$ cat config.mk
export PLATFORM = sky130hd
export DESIGN_NAME = csi2tx_p2b_seq
export DESIGN_NICKNAME = d
export VERILOG_FILES = /design/src/rtl/csi2tx_p2b_seq_pkg.sv /design/src/rtl/csi2tx_p2b_edge_det.sv /design/src/rtl/csi2tx_p2b_seq.sv
export SDC_FILE = /design/constraint.sdc
export NUM_CORES = 1
export LEC_CHECK = 0
export ABC_AREA = 1
export ABC_CLOCK_PERIOD_IN_PS = 1500
export BUFFER_PORTS_ARGS = -buffer_cell sky130_fd_sc_hd__buf_2
export CAP_MARGIN = 20
export CORE_ASPECT_RATIO = 0.75
export CORE_UTILIZATION = 30
export CTS_BUF_LIST = sky130_fd_sc_hd__clkbuf_2 sky130_fd_sc_hd__clkbuf_4 sky130_fd_sc_hd__clkbuf_8
export CTS_CLUSTER_DIAMETER = 150
export DETAILED_ROUTE_END_ITERATION = 6
export GPL_TIMING_DRIVEN = 0
export HOLD_SLACK_MARGIN = 0.03
export SETUP_SLACK_MARGIN = 0.02
export SLEW_MARGIN = 20
export SYNTH_ARGS = -nofsm -noshare
export SYNTH_HDL_FRONTEND = slang
export SYNTH_HIERARCHICAL = 1
export SYNTH_SLANG_ARGS = --single-unit
export TNS_END_PERCENT = 1
$ cat constraint.sdc
create_clock -name clk -period 1.5 [get_ports clk]
set_clock_uncertainty 0.1 [all_clocks]
set_input_delay 0.225 -clock clk [delete_from_list [all_inputs] [get_ports clk]]
set_output_delay 0.225 -clock clk [all_outputs]
set_load 0.05 [all_outputs]
$ cat src/rtl/csi2tx_p2b_seq_pkg.sv
// -----------------------------------------------------------------------------
// csi2tx_p2b_seq_pkg
// Shared definitions for the CSI-2 TX pixel-to-byte sequencer:
//   - CSI-2 data type codes handled by the p2b converters
//   - bytes-per-pixel constants for each supported type
//   - sequencer state encoding and the one-hot converter enable struct
//   - data type decode and bytes-per-pixel helper functions
// -----------------------------------------------------------------------------
package csi2tx_p2b_seq_pkg;

    // CSI-2 data type codes
    localparam logic [5:0] DT_YUV422_8B = 6'h1E;
    localparam logic [5:0] DT_RGB888    = 6'h24;
    localparam logic [5:0] DT_RAW8      = 6'h2A;

    // Payload bytes produced per pixel
    localparam logic [1:0] BPP_YUV422_8B = 2'd2;
    localparam logic [1:0] BPP_RGB888    = 2'd3;
    localparam logic [1:0] BPP_RAW8      = 2'd1;

    typedef enum logic [1:0] {
        ST_IDLE,
        ST_ACTIVE,
        ST_FLUSH
    } state_t;

    typedef struct packed {
        logic yuv4228b;
        logic rgb888;
        logic raw8;
    } conv_en_t;

    // One-hot converter enable for a data type; all zero when unsupported.
    function automatic conv_en_t dt_decode(input logic [5:0] dt);
        conv_en_t en;
        en = '0;
        case (dt)
            DT_YUV422_8B: en.yuv4228b = 1'b1;
            DT_RGB888:    en.rgb888   = 1'b1;
            DT_RAW8:      en.raw8     = 1'b1;
            default:      en          = '0;
        endcase
        return en;
    endfunction

    // Bytes per pixel for the currently enabled converter.
    function automatic logic [1:0] bytes_per_pixel(input conv_en_t en);
        logic [1:0] bpp;
        bpp = '0;
        if (en.yuv4228b) begin
            bpp = BPP_YUV422_8B;
        end else if (en.rgb888) begin
            bpp = BPP_RGB888;
        end else if (en.raw8) begin
            bpp = BPP_RAW8;
        end
        return bpp;
    endfunction

endpackage

$ cat src/rtl/csi2tx_p2b_edge_det.sv
// -----------------------------------------------------------------------------
// csi2tx_p2b_edge_det
// Registered rise/fall detector for the sensor pixel strobe.
// Ports:
//   clk, rst_n : clock, asynchronous active-low reset
//   din        : strobe being watched
//   dly        : din delayed by one clock (registered copy)
//   rise       : din high now, low last cycle
//   fall       : din low now, high last cycle
// -----------------------------------------------------------------------------
module csi2tx_p2b_edge_det (
    input  logic clk,
    input  logic rst_n,
    input  logic din,
    output logic dly,
    output logic rise,
    output logic fall
);

    always_ff @(posedge clk or negedge rst_n) begin
        if (!rst_n) begin
            dly <= 1'b0;
        end else begin
            dly <= din;
        end
    end

    assign rise = din & ~dly;
    assign fall = ~din & dly;

endmodule

$ cat src/rtl/csi2tx_p2b_seq.sv
// -----------------------------------------------------------------------------
// csi2tx_p2b_seq
// Sequencer in front of the CSI-2 TX pixel-to-byte converters. Registers the
// sensor pixel stream, indexes pixels mod 4, decodes the line data type into
// one-hot converter enables, flags end of line and checks the produced byte
// count against the programmed word count.
//
// Build option: define CSI2TX_P2B_WC_CHECK_EN to build the byte counter and
// word count comparator; without it wc_err is tied low.
//
// Ports:
//   clk, rst_n                     : clock, asynchronous active-low reset
//   sensor_pixel_vld/_data         : sensor pixel strobe and pixel
//   data_type                      : CSI-2 data type, sampled at line start
//   word_count                     : expected payload bytes for the line
//   pixel_data, pixel_data_vld     : registered pixel and gated strobe
//   pixel_cnt                      : index mod 4 of the pixel on pixel_data
//   sensor_pixel_vld_falling_edge  : one-cycle end-of-line pulse
//   *_convrn_enable                : one-hot converter enables
//   line_done                      : one-cycle pulse after flush
//   dt_err                         : unsupported data type at line start
//   wc_err                         : byte count mismatch, with line_done
// -----------------------------------------------------------------------------
module csi2tx_p2b_seq
    import csi2tx_p2b_seq_pkg::*;
#(
    parameter int unsigned WC_W = 16
) (
    input  logic            clk,
    input  logic            rst_n,
    input  logic            sensor_pixel_vld,
    input  logic [31:0]     sensor_pixel_data,
    input  logic [5:0]      data_type,
    input  logic [WC_W-1:0] word_count,
    output logic [31:0]     pixel_data,
    output logic            pixel_data_vld,
    output logic [1:0]      pixel_cnt,
    output logic            sensor_pixel_vld_falling_edge,
    output logic            yuv4228b_convrn_enable,
    output logic            rgb888_convrn_enable,
    output logic            raw8_convrn_enable,
    output logic            line_done,
    output logic            dt_err,
    output logic            wc_err
);

    state_t   state;
    state_t   next_state;
    conv_en_t dt_en;
    conv_en_t en_q;
    logic     dt_ok;
    logic     vld_q;
    logic     vld_rise;
    logic     vld_fall;
    logic     restart;
    logic     in_line;
    logic     start_try;
    logic     line_start;
    logic     flush;
    logic     beat;

    csi2tx_p2b_edge_det u_edge_det (
        .clk   (clk),
        .rst_n (rst_n),
        .din   (sensor_pixel_vld),
        .dly   (vld_q),
        .rise  (vld_rise),
        .fall  (vld_fall)
    );

    assign dt_en = dt_decode(data_type);
    assign dt_ok = |dt_en;

    // ---------------------------------------------------------------------
    // State register
    // ---------------------------------------------------------------------
    always_ff @(posedge clk or negedge rst_n) begin
        if (!rst_n) begin
            state <= ST_IDLE;
        end else begin
            state <= next_state;
        end
    end

    // ---------------------------------------------------------------------
    // Next-state logic
    // A line that starts during FLUSH lands in IDLE with 'restart' set. That
    // IDLE cycle already carries the new line's first pixel, so it streams
    // like ACTIVE and may even end the line straight away (1-pixel line).
    // ---------------------------------------------------------------------
    always_comb begin
        next_state = state;
        case (state)
            ST_IDLE: begin
                if (restart) begin
                    next_state = sensor_pixel_vld ? ST_ACTIVE : ST_FLUSH;
                end else if (vld_rise && dt_ok) begin
                    next_state = ST_ACTIVE;
                end
            end
            ST_ACTIVE: begin
                if (!sensor_pixel_vld) begin
                    next_state = ST_FLUSH;
                end
            end
            ST_FLUSH: begin
                next_state = ST_IDLE;
            end
            default: begin
                next_state = ST_IDLE;
            end
        endcase
    end

    // ---------------------------------------------------------------------
    // Output / control decode
    // ---------------------------------------------------------------------
    always_comb begin
        in_line    = (state == ST_ACTIVE) || ((state == ST_IDLE) && restart);
        start_try  = vld_rise &&
                     (((state == ST_IDLE) && !restart) || (state == ST_FLUSH));
        line_start = start_try && dt_ok;
        flush      = (state == ST_FLUSH);
        beat       = in_line && vld_q;
    end

    assign pixel_data_vld = beat;

    assign yuv4228b_convrn_enable = en_q.yuv4228b;
    assign rgb888_convrn_enable   = en_q.rgb888;
    assign raw8_convrn_enable     = en_q.raw8;

    // ---------------------------------------------------------------------
    // Registered datapath and pulses
    // ---------------------------------------------------------------------
    always_ff @(posedge clk or negedge rst_n) begin
        if (!rst_n) begin
            pixel_data                    <= '0;
            restart                       <= 1'b0;
            sensor_pixel_vld_falling_edge <= 1'b0;
            line_done                     <= 1'b0;
            dt_err                        <= 1'b0;
            en_q                          <= '0;
            pixel_cnt                     <= '0;
        end else begin
            // Input register samples unconditionally so a pixel arriving in
            // the FLUSH cycle is still available on the following cycle.
            pixel_data                    <= sensor_pixel_data;
            restart                       <= flush && line_start;
            sensor_pixel_vld_falling_edge <= in_line && vld_fall;
            line_done                     <= flush;
            dt_err                        <= start_try && !dt_ok;

            if (line_start) begin
                en_q      <= dt_en;
                pixel_cnt <= '0;
            end else if (flush) begin
                en_q      <= '0;
                pixel_cnt <= '0;
            end else if (beat) begin
                pixel_cnt <= pixel_cnt + 2'd1;
            end
        end
    end

`ifdef CSI2TX_P2B_WC_CHECK_EN
    localparam int unsigned SUM_W = WC_W + 1;

    logic [WC_W-1:0]  byte_cnt;
    logic [SUM_W-1:0] byte_sum;

    assign byte_sum = {1'b0, byte_cnt} + SUM_W'(bytes_per_pixel(en_q));

    always_ff @(posedge clk or negedge rst_n) begin
        if (!rst_n) begin
            byte_cnt <= '0;
            wc_err   <= 1'b0;
        end else begin
            // Compare uses the finished line's count even when a new line
            // starts in the same FLUSH cycle and clears the counter.
            wc_err <= flush && (byte_cnt != word_count);
            if (line_start || flush) begin
                byte_cnt <= '0;
            end else if (beat) begin
                byte_cnt <= byte_sum[WC_W] ? '1 : byte_sum[WC_W-1:0];
            end
        end
    end
`else
    logic unused_word_count;

    assign unused_word_count = ^word_count;
    assign wc_err            = 1'b0;
`endif

endmodule

==> run_results.csv, run 1 <==
group,metric,value,unit
worst_hold_path,worstHoldPathType,"input port to flop",
worst_setup_path,critPathKind,"flop to output port",
detailed_routing,drc_errors,0,
synth,synth.net_count,163,
synth,syn_inst,106,
synth,ys_warn_count,6,
cts,cts_tree,"built",
place,place_congestion,0.725,
sta,finalSetupTns,0,ps
cts,insertion_delay,280,ps
sta,timing.final.crit_share,96.6,%
synth,yosysMostFrequentCell,"dfrtp_1",
layout,nets,290,
synth,async_flop_share,100,%
power_and_ir_drop,power_leakage,0.00126,uW
worst_setup_path,path_delay_family,"flip-flops",
synth,synth-seq-cells,44,
grt,grt_pass1_vias,1108,
power_and_ir_drop,p_per_area,1220,mW/mm2
synth,ys_seq_area_share,77.6,%
grt,gr-total-overflow,0,
sta,fin_hold_ws,139,ps
run,max_cap_violations,0,
worst_setup_path,cpPeakStageDelay,400,ps
detailed_routing,wl,3360,um
detailed_routing,ant_nets,0,
floorplan,dieArea,0.00501,mm2
detailed_routing,dr.pass1.iters,4,
synth,synthTopCellsByArea,"dfrtp_1 (78%), inv_1 (3.2%), nor2_1 (2.9%), nand3_1 (2.8%), nand2_1 (2.4%)",
synth,synth_area,0.00142,mm2
worst_setup_path,crit_chain,"nor2_4 -> nor3_4 -> buf_6",
power_and_ir_drop,peakVddDrop,0.000768,V
synth,synthFlopType,"dfrtp_1",
cts,h-tree-depth,2,
layout,antenna_cells,0,
layout,drive_above_1_share,45.1,%
status,status,"finished, final reports clean",
sta,maxClockFrequency,690,MHz
cts,clock_path_buffers,2,
place,hpwl,2020,um
floorplan,num_io_pins,99,
synth,synth_top_area_share,77.6,%
power_and_ir_drop,power,2900,uW
grt,grt_use_total,13.2,%
floorplan,core,0.00449,mm2
floorplan,rows,21,
cts,numCtsBuffers,5,
worst_setup_path,critPathCaptureType,"output port",
grt,grt_pass1_wl,4730,um
synth,synth.avg_cell_area,13.4,um2
grt,antenna_found_initial,0,
detailed_routing,routedWlPerCell,11.6,um
worst_setup_path,slowest_stage,"dfrtp_1",
detailed_routing,drt_iter0_drc,11,
worst_setup_path,cp_max_fo,3,
floorplan,die_x,81.4,um
worst_setup_path,critPathBufInv,1,
sta,drv_slew,0,
place,dpl_cell_area,0.00190,mm2
layout,stdcell_area,0.00238,mm2
floorplan,start_util,31.6,%
sta,finalHoldViolations,0,
layout,ff_latch_area,0.00110,mm2
layout,area_delta_synth_final,67.9,%
layout,multi_input_area,263,um2
cts,path_clk_slew,80,ps
cts,cts.sinks,44,
synth,yosys-top-cells-count,"dfrtp_1 (44), inv_1 (12), nor2_1 (11)",
detailed_routing,vias_per_cell,4.11,
worst_setup_path,startpoint_type,"flop",
synth,synth_edf_count,0,
grt,grt_max_degree,45,
place,io_buffers,81,
cts,clock-root-buffer,"clkbuf_8",
floorplan,die_y,61.6,um
layout,fill_cells,368,
synth,synth_cell_type_count,19,
detailed_routing,vias,1191,
sta,finalCriticalPeriod,1450,ps
worst_setup_path,worstPathArrival,1120,ps
sta,setup_viol,0,
worst_setup_path,cp_data_required_time,1170,ps
sta,rsz0062_at_grt,"yes",
layout,fin_util,53.0,%
synth,yosysTopAreaCell,"dfrtp_1",
[report_power, final]
group / internal, uW / switching, uW / total (uW)
Combinational: 284 / 572 / 857
Sequential: 1290 / 57.3 / 1350
Clock: 335 / 360 / 695
Total: 1910 / 990 / 2900
[cells by family (layout without fill, tap and decap cells)]
| group | after synthesis | after routing | synth area share (%) |
|---|---|---|---|
| buf+inv | 15 | 142 | 4.23 |
| other cells | 1 | 1 | 0.264 |
| simple gates | 42 | 42 | 15.6 |
| xor+xnor | 2 | 2 | 1.23 |
| flops | 44 | 44 | 77.6 |
| compound gates | 2 | 2 | 1.06 |
[metal layers]
layer | track usage (%) | wire length (um)
met4 | 6.12 | 55
met5 | 0 | 0
met1 | 14.6 | 1380
met3 | 4.59 | 352
met2 | 23.3 | 1570
[layout make-up]
cell class | instances | area share [%]
Sequential cell | 44 | 46.3
Timing Repair Buffer | 120 | 33.8
Multi-Input combinational cell | 47 | 11.0
Clock buffer | 6 | 3.20
Tap cell | 57 | 2.99
Inverter | 14 | 2.21
Buffer | 1 | 0.315
Clock inverter | 1 | 0.210
[stage by stage]
stage,cells,setup WS (ps)
CTS,288,21.6
finish,290,50.4
global route,290,-17.8
global placement,244,132
floorplan,106,-46.5
detailed placement,244,130
[tightest hold or removal path, stage by stage]
cell and delay (ps):
buf_2 90, nor2_1 50, nand4_1 80, nand2_1 50
[state kept, by name (all words and copies together) (netlist names)]
name,count
restart,1
pixel_cnt,2
raw8_convrn_enable,1
dt_err,1
pixel_data,32
u_edge_det/dly,1
line_done,1
rgb888_convrn_enable,1
yuv4228b_convrn_enable,1
sensor_pixel_vld_falling_edge,1
state,2
[cell usage in the layout (no fill, tap or decap)]
cell	instances
a21boi_1	1
buf_12	1
buf_2	79
buf_4	6
buf_6	1
clkbuf_4	1
clkbuf_8	5
clkinv_2	1
conb_1	1
dfrtp_1	43
dfrtp_2	1
dlygate4sd3_1	34
inv_1	12
inv_2	2
nand2_1	9
nand2_2	2
nand3_1	8
nand4_1	3
nor2_1	11
nor2_2	2
nor2_4	3
nor3_1	2
nor3_4	1
nor3b_1	1
o211ai_1	1
xnor2_1	1
xor2_1	1
[what timing repair did]
item                       4_1_cts  5_1_grt
setup buffers                    3        1
pin swaps                        1        1
setup endpoints to repair        1        7
hold endpoints to repair        77        0
hold buffers                    34        0
resized for setup                2        1
[final timing paths]
check / start / to / slack, ps / cells past startpoint
worst max register to register: state[0] / yuv4228b_convrn_enable / 170 / 7
worst max-delay path: restart / pixel_data_vld / 50 / 3
min in group asynchronous: rst_n / sensor_pixel_vld_falling_edge / 250 / 2
worst min register to register: raw8_convrn_enable / raw8_convrn_enable / 410 / 2
max in group asynchronous: rst_n / state[0] / 580 / 3
worst min-delay path: data_type[5] / yuv4228b_convrn_enable / 140 / 4
(Power assumes the default switching activity.)
==> run 2, diff against run 1 <==
Settings changed: PLACE_DENSITY set to 0.74.
==> run 2 against run 1 <==
Compared with the run above:
- sequential power about the same
- worst setup slack worse by 10 ps
- clock power grew 37%
- non-clock buffer count is 1 higher
- combinational power up 2%
- hold slack improved by 5.2 ps
- fmax shrank 0.70%
- flip-flop and latch count is the same
- largest power group unchanged
==> run_results.csv, run 2 (synthesis gave the netlist of run 1 again) <==
group,metric,value,unit
status,status,"finished, final reports clean",
place,place_congestion,0.766,
power_and_ir_drop,peakVddDrop,0.000877,V
worst_setup_path,cp_max_fo,3,
floorplan,start_util,31.6,%
cts,numCtsBuffers,5,
place,io_buffers,81,
layout,layout_commonest_cell,"buf_2",
sta,drv_slew,0,
sta,finalCriticalPeriod,1460,ps
cts,path_clk_slew,70,ps
cts,clock-root-buffer,"clkbuf_8",
detailed_routing,drc_errors,0,
worst_setup_path,cp_data_required_time,1170,ps
layout,nets,291,
worst_setup_path,worstPathArrival,1130,ps
sta,finalSetupTns,0,ps
layout,antenna_cells,0,
worst_hold_path,hold_depth,4,
layout,instances_no_fill,292,
cts,cts_tree,"built",
grt,grt_pass1_vias,1158,
layout,largest_reg_flops,32,
sta,maxClockFrequency,685,MHz
sta,finalWorstSetupSlack,40.2,ps
sta,timing.final.crit_share,97.3,%
detailed_routing,dr.pass1.iters,4,
floorplan,num_io_pins,99,
worst_setup_path,critPathCaptureType,"output port",
cts,insertion_delay,280,ps
detailed_routing,routedWlPerCell,11.9,um
detailed_routing,wl,3490,um
worst_setup_path,r2r_cells,7,
sta,finalHoldViolations,0,
cts,cts.sinks,44,
power_and_ir_drop,p_per_area,1310,mW/mm2
sta,setup_viol,0,
detailed_routing,vias,1181,
worst_setup_path,startpoint_type,"flop",
layout,mostFrequentLayoutCells,"buf_2 (80), dfrtp_1 (43), dlygate4sd3_1 (34)",
grt,grt_max_degree,45,
place,dp_cells,244,
detailed_routing,ant_nets,0,
worst_hold_path,worstHoldPathType,"input port to flop",
worst_setup_path,critPathKind,"flop to output port",
layout,drive_above_1_share,45.5,%
layout,reg_top3,"pixel_data (32), pixel_cnt (2), state (2)",
power_and_ir_drop,power_leakage,0.00128,uW
run,max_cap_violations,0,
place,hpwl,2120,um
layout,fill_cells,386,
floorplan,die_x,81.4,um
grt,grt_use_total,13.5,%
grt,antenna_found_initial,0,
place,preCtsSetupSlack,159,ps
cts,clock_path_buffers,2,
floorplan,rows,21,
layout,area_delta_synth_final,71.4,%
detailed_routing,drt_iter0_drc,41,
cts,h-tree-depth,2,
detailed_routing,vias_per_cell,4.04,
floorplan,dieArea,0.00501,mm2
layout,top_register,"pixel_data",
grt,grt_pass1_wl,4910,um
sta,fin_hold_ws,144,ps
floorplan,core,0.00449,mm2
grt,gr-total-overflow,0,
sta,rsz0062_at_grt,"yes",
floorplan,die_y,61.6,um
## run 2: worst paths after layout
| check | from | end | slack, ps |
|---|---|---|---|
| setup / recovery | restart | pixel_data_vld | 40 |
| hold / removal | data_type[5] | yuv4228b_convrn_enable | 140 |
| setup reg to reg | state[0] | pixel_cnt[1] | 120 |
| hold reg to reg | yuv4228b_convrn_enable | yuv4228b_convrn_enable | 420 |
| max in group asynchronous | rst_n | state[0] | 500 |
| min in group asynchronous | rst_n | pixel_data[15] | 320 |
## run 2: cell type report
type / count / area, um2 / area share [%]
buffer: 1 / 7.51 / 0.309
tap: 57 / 71.3 / 2.93
inverter: 14 / 52.6 / 2.16
multi-input combinational: 47 / 263 / 10.8
clock buffer: 7 / 96.3 / 3.96
sequential: 44 / 1100 / 45.3
clock inverter: 1 / 30.0 / 1.23
timing repair buffer: 121 / 810 / 33.3
## run 2: critical path, stage by stage, from the launching register on
cell and delay (ps):
dfrtp_1 400, nor2_4 60, nor3_4 210, buf_6 190
## run 2: repair_timing
item                       CTS  global route
pin swaps                    1             3
hold endpoints to repair    77             0
buffers inserted             3             2
gates resized for setup      2             0
hold buffers                34             0
setup endpoints to repair    1             1
## run 2: where the power goes
| part | internal (uW) | switching (uW) | leakage [uW] | total [uW] |
|---|---|---|---|---|
| Combinational | 297 | 578 | 0.000688 | 875 |
| Sequential | 1290 | 59.8 | 0.000531 | 1350 |
| Clock | 587 | 364 | 0.0000645 | 951 |
## run 2: per-stage QoR
stage	utilization, %	power, uW	area (um2)
final	54.1	3180	2430
after global routing	54.1	3360	2430
after CTS	53.4	3180	2400
after detailed placement	42.3	2120	1900
after global placement	42.3	2110	1900
after floorplan	-	1910	1430
## run 2: per-layer routing
metal | global-route usage, % | routed length [um]
met1 | 14.4 | 1450
met2 | 24.4 | 1570
met3 | 5.04 | 453
met4 | 5.36 | 10
met5 | 0 | 0
